--- config.mk ---
export PLATFORM = sky130hd
export DESIGN_NAME = multicycle_control_param
export DESIGN_NICKNAME = d
export VERILOG_FILES = /design/src/rtl/multicycle_control_param.sv
export SDC_FILE = /design/constraint.sdc
export NUM_CORES = 1
export LEC_CHECK = 0
export ABC_AREA = 0
export BUFFER_PORTS_ARGS = -buffer_cell sky130_fd_sc_hd__buf_2
export CORE_MARGIN = 2
export CORE_UTILIZATION = 25
export CTS_CLUSTER_DIAMETER = 100
export DETAILED_ROUTE_END_ITERATION = 6
export HOLD_SLACK_MARGIN = 0.12
export SETUP_SLACK_MARGIN = 0.1
export SYNTH_ARGS = -nofsm -noshare
export SYNTH_HDL_FRONTEND = slang
export SYNTH_SLANG_ARGS = --single-unit
--- constraint.sdc ---
create_clock -name clock -period 3.2 [get_ports clock]
set_clock_uncertainty 0.1 [all_clocks]
set_input_delay 0.32 -clock clock [delete_from_list [all_inputs] [get_ports clock]]
set_output_delay 0.32 -clock clock [all_outputs]
set_load 0.02 [all_outputs]
--- src/rtl/multicycle_control_param.sv ---
`timescale 1ns/1ps
`default_nettype none
// ============================================================================
// Module   : multicycle_control_param
// Brief    : Multicycle MIPS control FSM with parametrised memory latency.
// Revision : 1.0
// ============================================================================
module multicycle_control_param #(
    parameter int MEM_LAT = 2               // memory latency in cycles, 1..15
) (
    input  logic       clock,
    input  logic       reset,
    input  logic [5:0] opcode,
    input  logic [5:0] funct,
    input  logic       Zero,
    output logic       PCWrite,
    output logic       IorD,
    output logic       MemReadWrite,
    output logic       IRWrite,
    output logic       AluSrcA,
    output logic       RegWrite,
    output logic       RegDst,
    output logic       AWrite,
    output logic       BWrite,
    output logic       AluOutWrite,
    output logic       MDRWrite,
    output logic [1:0] PCSource,
    output logic [1:0] AluSrcB,
    output logic [1:0] MemtoReg,
    output logic [2:0] ALUOp,
    output logic [3:0] State_out,
    output logic       Halted,
    output logic       Illegal
);

    localparam logic [3:0] c_FETCH       = 4'd0;
    localparam logic [3:0] c_DECODE      = 4'd1;
    localparam logic [3:0] c_ARIT_EXEC   = 4'd2;
    localparam logic [3:0] c_ARIT_WB     = 4'd3;
    localparam logic [3:0] c_ADDI_EXEC   = 4'd4;
    localparam logic [3:0] c_ADDI_WB     = 4'd5;
    localparam logic [3:0] c_BRANCH      = 4'd6;
    localparam logic [3:0] c_MEM_ADDR    = 4'd7;
    localparam logic [3:0] c_MEM_READ    = 4'd8;
    localparam logic [3:0] c_MEM_READ_WB = 4'd9;
    localparam logic [3:0] c_MEM_WRITE   = 4'd10;
    localparam logic [3:0] c_LUI         = 4'd11;
    localparam logic [3:0] c_JUMP        = 4'd12;
    localparam logic [3:0] c_BREAK       = 4'd13;
    localparam logic [3:0] c_ILLEGAL     = 4'd14;

    localparam logic [2:0] c_ALU_LOAD = 3'd0;
    localparam logic [2:0] c_ALU_ADD  = 3'd1;
    localparam logic [2:0] c_ALU_SUB  = 3'd2;
    localparam logic [2:0] c_ALU_AND  = 3'd3;
    localparam logic [2:0] c_ALU_XOR  = 3'd6;

    localparam logic [3:0] c_CNT_LOAD = 4'(MEM_LAT - 1);

    logic [3:0] r_state;
    logic [3:0] r_cnt;
    logic [3:0] w_next;
    logic       w_last;
    logic       w_enter_mem;

    assign w_last      = (r_cnt == 4'd0);
    assign w_enter_mem = (w_next != r_state) &&
                         ((w_next == c_FETCH) || (w_next == c_MEM_READ) ||
                          (w_next == c_MEM_WRITE));

    always_ff @(posedge clock) begin
        if (!reset) begin
            r_state <= c_FETCH;
            r_cnt   <= c_CNT_LOAD;
        end else begin
            r_state <= w_next;
            if (w_enter_mem)
                r_cnt <= c_CNT_LOAD;
            else if (!w_last)
                r_cnt <= r_cnt - 4'd1;
        end
    end

    always_comb begin
        w_next = c_FETCH;
        case (r_state)
            c_FETCH:       w_next = w_last ? c_DECODE : c_FETCH;
            c_DECODE: begin
                case (opcode)
                    6'h00: begin
                        case (funct)
                            6'h20, 6'h22, 6'h24, 6'h26: w_next = c_ARIT_EXEC;
                            6'h00:                      w_next = c_FETCH;
                            6'h0D:                      w_next = c_BREAK;
                            default:                    w_next = c_ILLEGAL;
                        endcase
                    end
                    6'h08:        w_next = c_ADDI_EXEC;
                    6'h04, 6'h05: w_next = c_BRANCH;
                    6'h23, 6'h2B: w_next = c_MEM_ADDR;
                    6'h0F:        w_next = c_LUI;
                    6'h02:        w_next = c_JUMP;
                    default:      w_next = c_ILLEGAL;
                endcase
            end
            c_ARIT_EXEC:   w_next = c_ARIT_WB;
            c_ADDI_EXEC:   w_next = c_ADDI_WB;
            c_MEM_ADDR:    w_next = (opcode == 6'h23) ? c_MEM_READ : c_MEM_WRITE;
            c_MEM_READ:    w_next = w_last ? c_MEM_READ_WB : c_MEM_READ;
            c_MEM_WRITE:   w_next = w_last ? c_FETCH : c_MEM_WRITE;
            c_BREAK:       w_next = c_BREAK;
            c_ILLEGAL:     w_next = c_ILLEGAL;
            default:       w_next = c_FETCH;
        endcase
    end

    // Outputs are forced low while reset is held, independent of r_state.
    always_comb begin
        PCWrite      = 1'b0;
        IorD         = 1'b0;
        MemReadWrite = 1'b0;
        IRWrite      = 1'b0;
        AluSrcA      = 1'b0;
        RegWrite     = 1'b0;
        RegDst       = 1'b0;
        AWrite       = 1'b0;
        BWrite       = 1'b0;
        AluOutWrite  = 1'b0;
        MDRWrite     = 1'b0;
        PCSource     = 2'b00;
        AluSrcB      = 2'b00;
        MemtoReg     = 2'b00;
        ALUOp        = c_ALU_LOAD;
        State_out    = 4'd0;
        Halted       = 1'b0;
        Illegal      = 1'b0;
        if (reset) begin
            State_out = r_state;
            case (r_state)
                c_FETCH: begin
                    AluSrcB = 2'b01;
                    ALUOp   = c_ALU_ADD;
                    IRWrite = w_last;
                    PCWrite = w_last;
                end
                c_DECODE: begin
                    AluSrcB     = 2'b11;
                    ALUOp       = c_ALU_ADD;
                    AWrite      = 1'b1;
                    BWrite      = 1'b1;
                    AluOutWrite = 1'b1;
                end
                c_ARIT_EXEC: begin
                    AluSrcA     = 1'b1;
                    AluOutWrite = 1'b1;
                    case (funct)
                        6'h20:   ALUOp = c_ALU_ADD;
                        6'h22:   ALUOp = c_ALU_SUB;
                        6'h24:   ALUOp = c_ALU_AND;
                        6'h26:   ALUOp = c_ALU_XOR;
                        default: ALUOp = c_ALU_LOAD;
                    endcase
                end
                c_ARIT_WB: begin
                    RegDst   = 1'b1;
                    RegWrite = 1'b1;
                end
                c_ADDI_EXEC, c_MEM_ADDR: begin
                    AluSrcA     = 1'b1;
                    AluSrcB     = 2'b10;
                    ALUOp       = c_ALU_ADD;
                    AluOutWrite = 1'b1;
                end
                c_ADDI_WB: RegWrite = 1'b1;
                c_BRANCH: begin
                    AluSrcA  = 1'b1;
                    ALUOp    = c_ALU_SUB;
                    PCSource = 2'b01;
                    PCWrite  = ((opcode == 6'h04) && Zero) ||
                               ((opcode == 6'h05) && !Zero);
                end
                c_MEM_READ: begin
                    IorD     = 1'b1;
                    MDRWrite = w_last;
                end
                c_MEM_READ_WB: begin
                    MemtoReg = 2'b01;
                    RegWrite = 1'b1;
                end
                c_MEM_WRITE: begin
                    IorD         = 1'b1;
                    MemReadWrite = 1'b1;
                end
                c_LUI: begin
                    MemtoReg = 2'b10;
                    RegWrite = 1'b1;
                end
                c_JUMP: begin
                    PCSource = 2'b10;
                    PCWrite  = 1'b1;
                end
                c_BREAK:   Halted  = 1'b1;
                c_ILLEGAL: Illegal = 1'b1;
                default: ;
            endcase
        end
    end

endmodule
`default_nettype wire

==> impl_metrics.py, run 1 <==
metrics = {
    "run_status": {
        "status": "finished, final reports clean",
    },
    "pwr": {
        "power_mw": 0.941,
        "netSwitchingFraction_pct": 49.7,
        "ir_drop_v": 0.000184,
        "p_leak_nw": 0.635,
        "p_switching_mw": 0.467,
        "power_frac_clock_pct": 13.0,
        "power_frac_seq_pct": 24.1,
        "cellPowerDensity_mw_per_mm2": 691,
        "p_int_mw": 0.474,
        "combPwrFrac_pct": 62.9,
    },
    "critical_path": {
        "startpoint_type": "flip-flop",
        "critPathKind": "reg -> out",
        "end_kind": "primary output",
        "rr_endpoint": "r_cnt[2]",
        "critPathArrivalTime_ns": 2.13,
        "required_ns": 2.78,
        "r2r_slack_ns": 0.80,
        "ff2ff_path_depth": 7,
        "critical_path.max_fanout": 6,
        "reg2reg_from": "r_cnt[0]",
    },
    "global_route": {
        "grt_max_degree": 26,
        "grt_pass1_vias": 1034,
        "antenna_found_initial": 0,
        "overflow": 0,
        "grtUsageTotal_pct": 11.4,
        "grt_first_pass_wirelength_mm": 4.74,
    },
    "placement": {
        "dp_cells": 240,
        "pre_cts_ws_ns": 0.777,
        "io_buffers": 40,
        "gp_congestion": 0.763,
        "place.detailed.hpwl_mm": 2.26,
    },
    "timing": {
        "hold_viol_final": 0,
        "tns_ns": 0,
        "grt_setup_unrepaired": "false",
        "fin_ws_ns": 0.655,
        "worstMarginPinSlew_ns": 0.828,
        "final-setup-viol-count": 0,
        "fmax_mhz": 393,
        "drv_slew": 0,
        "post-route-period-util_pct": 79.5,
        "fin_crit_ns": 2.55,
        "max-slew-margin-rel_pct": 44.7,
    },
    "route": {
        "wirelength_mm": 2.89,
        "avgRoutedWirePerCell_um": 11.9,
        "drcViolationCount": 0,
        "num_vias": 1222,
        "first_pass_iters": 4,
        "dr.first_iter.drc_count": 68,
        "viasPerCell": 5.03,
        "ant_nets": 0,
    },
    "layout": {
        "multiInputGateArea_um2": 853,
        "utilization_pct": 31.5,
        "num_antenna_cells": 0,
        "final_cell_mix": "40 x buf_2, 17 x nor2_1, 15 x nor3_1, 12 x nand2_1, 9 x inv_1",
        "drive_gt1_share_pct": 31.4,
        "fin_nets": 210,
        "finalNonFillerCells": 243,
        "seq_area_um2": 160,
        "syn2layout_area_growth_pct": 21.4,
        "fillers": 504,
        "mostFrequentLayoutCell": "buf_2",
    },
    "synthesis": {
        "ys_seq_area_share_pct": 14.3,
        "synth_area_mm2": 0.00112,
        "synth-seq-cells": 8,
        "synthArstFlopShare_pct": 0,
        "synthCells": 156,
        "synth_edf_count": 0,
        "synth_cell_types": 56,
        "yosys_warnings": 0,
        "syn_nets": 173,
        "synth.avg_cell_area_um2": 7.19,
        "synth_top_flop_cell": "dfxtp_1",
    },
    "run": {
        "cap_violations": 0,
    },
    "floorplan": {
        "die_x_um": 71.0,
        "num_io_pins": 41,
        "core_area_mm2": 0.00432,
        "die_height_um": 71.0,
        "start_util_pct": 25.9,
        "row_count": 24,
        "dieArea_mm2": 0.00504,
    },
    "min_path": {
        "whs_endpoint": "r_state[0]",
        "worst_hold_startpoint": "reset",
        "hold_path_class": "in -> reg",
        "hold_depth": 3,
    },
    "clock_tree": {
        "htree_levels": 1,
        "clkLatencyLatePin_ns": 0.23,
        "ctsHoldBuffers": 0,
        "cts.reportedPaths.clkPinSlew_ns": 0.04,
        "cts-resized-gates": 0,
        "cts_setup_buffers": 0,
        "cts_tree": "yes",
        "cts_sinks": 8,
        "clock_path_buffers": 2,
        "root_buffer": "clkbuf_8",
        "numCtsBuffers": 3,
    },
}
## kinds of logic (layout without fill, tap and decap cells)
group                    Yosys count  after routing  synth area share (%)
AND/OR/NAND/NOR                   82             82                  41.3
AO/OA/AOI/OAI                     39             39                  27.0
buffers and inverters             18             53                  9.60
flip-flops                         8              8                  14.3
XOR/XNOR                           6              6                  4.69
adder cells (fa/ha/maj)            2              2                  2.23
multiplexers                       1              1                 0.893
## cell usage after synthesis (2+ instances only)
cell type | number | area (µm²)
ha_1 | 2 | 25.0
o21ai_0 | 4 | 20.0
and4_1 | 3 | 26.3
nand2_1 | 12 | 45.0
and2_2 | 2 | 15.0
buf_6 | 2 | 22.5
nand2b_1 | 3 | 18.8
dfxtp_1 | 8 | 160
or2_2 | 4 | 25.0
and2b_2 | 2 | 17.5
clkbuf_1 | 3 | 11.3
a31oi_1 | 4 | 25.0
a21oi_1 | 8 | 40.0
nor3_1 | 15 | 75.1
nor3b_1 | 2 | 15.0
nand3_1 | 2 | 10.0
a211oi_1 | 3 | 22.5
xor2_1 | 4 | 35.0
inv_1 | 9 | 33.8
clkbuf_8 | 2 | 27.5
o21a_1 | 3 | 22.5
or3_1 | 2 | 12.5
and2_1 | 3 | 18.8
o211ai_1 | 2 | 15.0
xnor2_1 | 2 | 17.5
nor4_1 | 2 | 12.5
and3_1 | 3 | 18.8
nor2_1 | 17 | 63.8
## power by group through the flow
stage	Sequential, mW	Clock, mW	Combinational, mW
after detailed placement	0.227	0	0.594
final	0.227	0.122	0.592
after global routing	0.236	0.128	0.668
after global placement	0.227	0	0.595
after CTS	0.227	0.121	0.597
after floorplan	0.166	0	0.539
## per-layer routing
| metal | global-route usage (%) | share of wire (%) | routed length, µm | up-vias |
|---|---|---|---|---|
| met1 | 16.5 | 51 | 1490 | 551 |
| met2 | 17.4 | 45 | 1300 | 22 |
| met5 | 0 | 0 | 0 | - |
| li1 | - | - | - | 647 |
| met4 | 3.77 | 0.59 | 17 | 0 |
| met3 | 1.42 | 3.0 | 86 | 2 |
## through the flow
stage          hold slack, ns  cell area [µm²]
2_1_floorplan           0.388             1120
4_1_cts                 0.406             1360
6_report                0.407             1360
3_3_place_gp            0.440             1320
3_5_place_dp            0.443             1320
5_1_grt                 0.423             1360
## final cells by class
type                    instances  area share, %
clock buffers                   3           3.03
inverters                       9           2.48
multi-input cells             130           62.7
flip-flops and latches          8           11.8
well taps                      52           4.78
repair buffers                 41           15.3
## critical path, stage by stage (launching register included)
cell	delay [ns]
dfxtp_1	0.32
inv_1	0.08
ha_1	0.18
nor3b_1	0.68
nand2_1	0.21
nor2_1	0.16
or3_1	0.11
buf_2	0.15
## worst max path at each step
stage,end,startpoint
floorplan,ALUOp[2],r_state[3]
global placement,r_cnt[2],r_cnt[0]
detailed placement,r_cnt[2],r_cnt[0]
CTS,PCWrite,r_cnt[0]
global route,PCWrite,r_state[2]
finish,PCWrite,r_cnt[0]
## sequential cells by signal, indices dropped and copies added (netlist names)
signal / count
r_cnt: 4
r_state: 4
Note: power is estimated with default switching activity, not from simulation.
==> run 2: changes to the inputs <==
Clock period 3.2 ns to 2.62 ns, I/O delays scaled along.
==> run 2 against run 1 <==
Effect of this change: clock-buffer cell count stayed put; sequential power is 17% higher; register-to-register slack worse by 0.30 ns; clock power is 17% higher; first-iteration DRC count is 59% higher; utilization is 0.69 points higher; largest power group unchanged.
==> impl_metrics.py, run 2 (synthesized netlist as in run 1, its figures left out) <==
metrics = {
    "run_status": {
        "status": "finished, final reports clean",
    },
    "clock_tree": {
        "clkLatencyLatePin_ns": 0.22,
        "cts-resized-gates": 0,
        "cts.reportedPaths.clkPinSlew_ns": 0.04,
        "cts_tree": "yes",
        "cts_setup_buffers": 0,
        "root_buffer": "clkbuf_8",
        "cts_sinks": 8,
        "htree_levels": 1,
        "clock_path_buffers": 2,
        "numCtsBuffers": 3,
        "ctsHoldBuffers": 0,
    },
    "critical_path": {
        "slowest_stage": "dfxtp_1",
        "end_kind": "primary output",
        "critPathArrivalTime_ns": 1.99,
        "critical_path.max_fanout": 18,
        "startpoint_type": "flip-flop",
        "required_ns": 2.26,
        "cp_cell_sequence": "and2_1, nor3b_1, and4_1, or3_1, buf_2",
        "slowest_delay_ns": 0.70,
        "critPathKind": "reg -> out",
    },
    "pwr": {
        "ir_drop_v": 0.000216,
        "cellPowerDensity_mw_per_mm2": 850,
        "p_leak_nw": 0.656,
        "power_mw": 1.18,
    },
    "run": {
        "cap_violations": 0,
    },
    "global_route": {
        "top_usage_layer": "met1",
        "met1_usage_pct": 18.7,
        "grt_use_met2_pct": 16.9,
        "grtUsageTotal_pct": 12.0,
        "overflow": 0,
        "grt_max_degree": 19,
        "grt_pass1_vias": 1085,
        "antenna_found_initial": 0,
        "use_met3_pct": 0.855,
        "grt_first_pass_wirelength_mm": 5.01,
    },
    "layout": {
        "fin_nets": 214,
        "reg_top3": "r_cnt (4), r_state (4)",
        "final_cell_mix": "40 x buf_2, 17 x nor2_1, 15 x nor3_1, 12 x nand2_1, 9 x inv_1",
        "syn2layout_area_growth_pct": 24.1,
        "num_antenna_cells": 0,
        "mostFrequentLayoutCell": "buf_2",
        "drive_gt1_share_pct": 32.8,
    },
    "timing": {
        "fin_crit_ns": 2.35,
        "worstMarginPinSlew_ns": 0.616,
        "fmax_mhz": 425,
        "final-setup-viol-count": 0,
        "drv_slew": 0,
        "hold_viol_final": 0,
        "max-slew-margin-rel_pct": 58.9,
        "tns_ns": 0,
        "grt_setup_unrepaired": "false",
        "post-route-period-util_pct": 89.8,
    },
    "route": {
        "first_pass_iters": 4,
        "drcViolationCount": 0,
        "wirelength_mm": 2.97,
        "num_vias": 1261,
        "avgRoutedWirePerCell_um": 12.0,
        "ant_nets": 0,
        "viasPerCell": 5.11,
        "dr.first_iter.drc_count": 108,
    },
    "floorplan": {
        "dieArea_mm2": 0.00504,
        "start_util_pct": 25.9,
        "die_height_um": 71.0,
        "core_area_mm2": 0.00432,
        "num_io_pins": 41,
        "row_count": 24,
        "die_x_um": 71.0,
    },
    "placement": {
        "place.detailed.hpwl_mm": 2.37,
        "gp_congestion": 0.795,
        "io_buffers": 40,
    },
    "min_path": {
        "hold_path_class": "in -> reg",
    },
}
==> run 2: cell types whose count changed in the layout (fill, tap and decap cells not counted), sizes merged <==
cell | previous run | this run
buf | 41 | 45
==> run 2: path summary, 6_finish.rpt <==
check,depth (start not counted),start,endpoint,slack (ns)
hold reg to reg,2,r_cnt[1],r_cnt[1],0.46
setup / recovery,5,r_state[2],PCWrite,0.27
hold / removal,3,reset,r_state[0],0.34
setup reg to reg,5,r_state[2],r_cnt[2],0.50
==> run 2: layer usage <==
metal / part of all wire [%] / vias up
met1: 51 / 567
li1: - / 659
met5: 0 / -
met4: 1.1 / 0
met2: 44 / 31
met3: 4.2 / 4
==> run 2: per-stage QoR <==
step	worst slack (ns)	hold slack, ns	utilization (%)	instances	cell area [µm²]
floorplan	0.483	0.330	-	156	1120
global placement	0.542	0.454	31.2	244	1350
detailed placement	0.491	0.459	31.2	244	1350
CTS	0.258	0.332	32.2	247	1390
global route	0.104	0.350	32.2	247	1390
finish	0.268	0.341	32.2	247	1390
==> run 2: area by class of cell <==
cell class / count / area, µm²
Clock buffer: 3 / 41.3
Fill cell: 498 / 2930
Inverter: 9 / 33.8
Multi-Input combinational cell: 130 / 853
Sequential cell: 8 / 160
Tap cell: 52 / 65.1
Timing Repair Buffer: 45 / 238
==> run 2: power breakdown <==
part / internal (mW) / leakage [nW] / switching (mW)
combinational: 0.342 / 0.569 / 0.432
clock: 0.0991 / 0.0216 / 0.0438
sequential: 0.164 / 0.0658 / 0.101
total: 0.606 / 0.656 / 0.576
==> run 2: worst max-delay path: cells and delay by family (launching register included) <==
kind          cells  cell delay (ns)
flops             1             0.70
buf+inv           1             0.15
simple gates      4             0.91
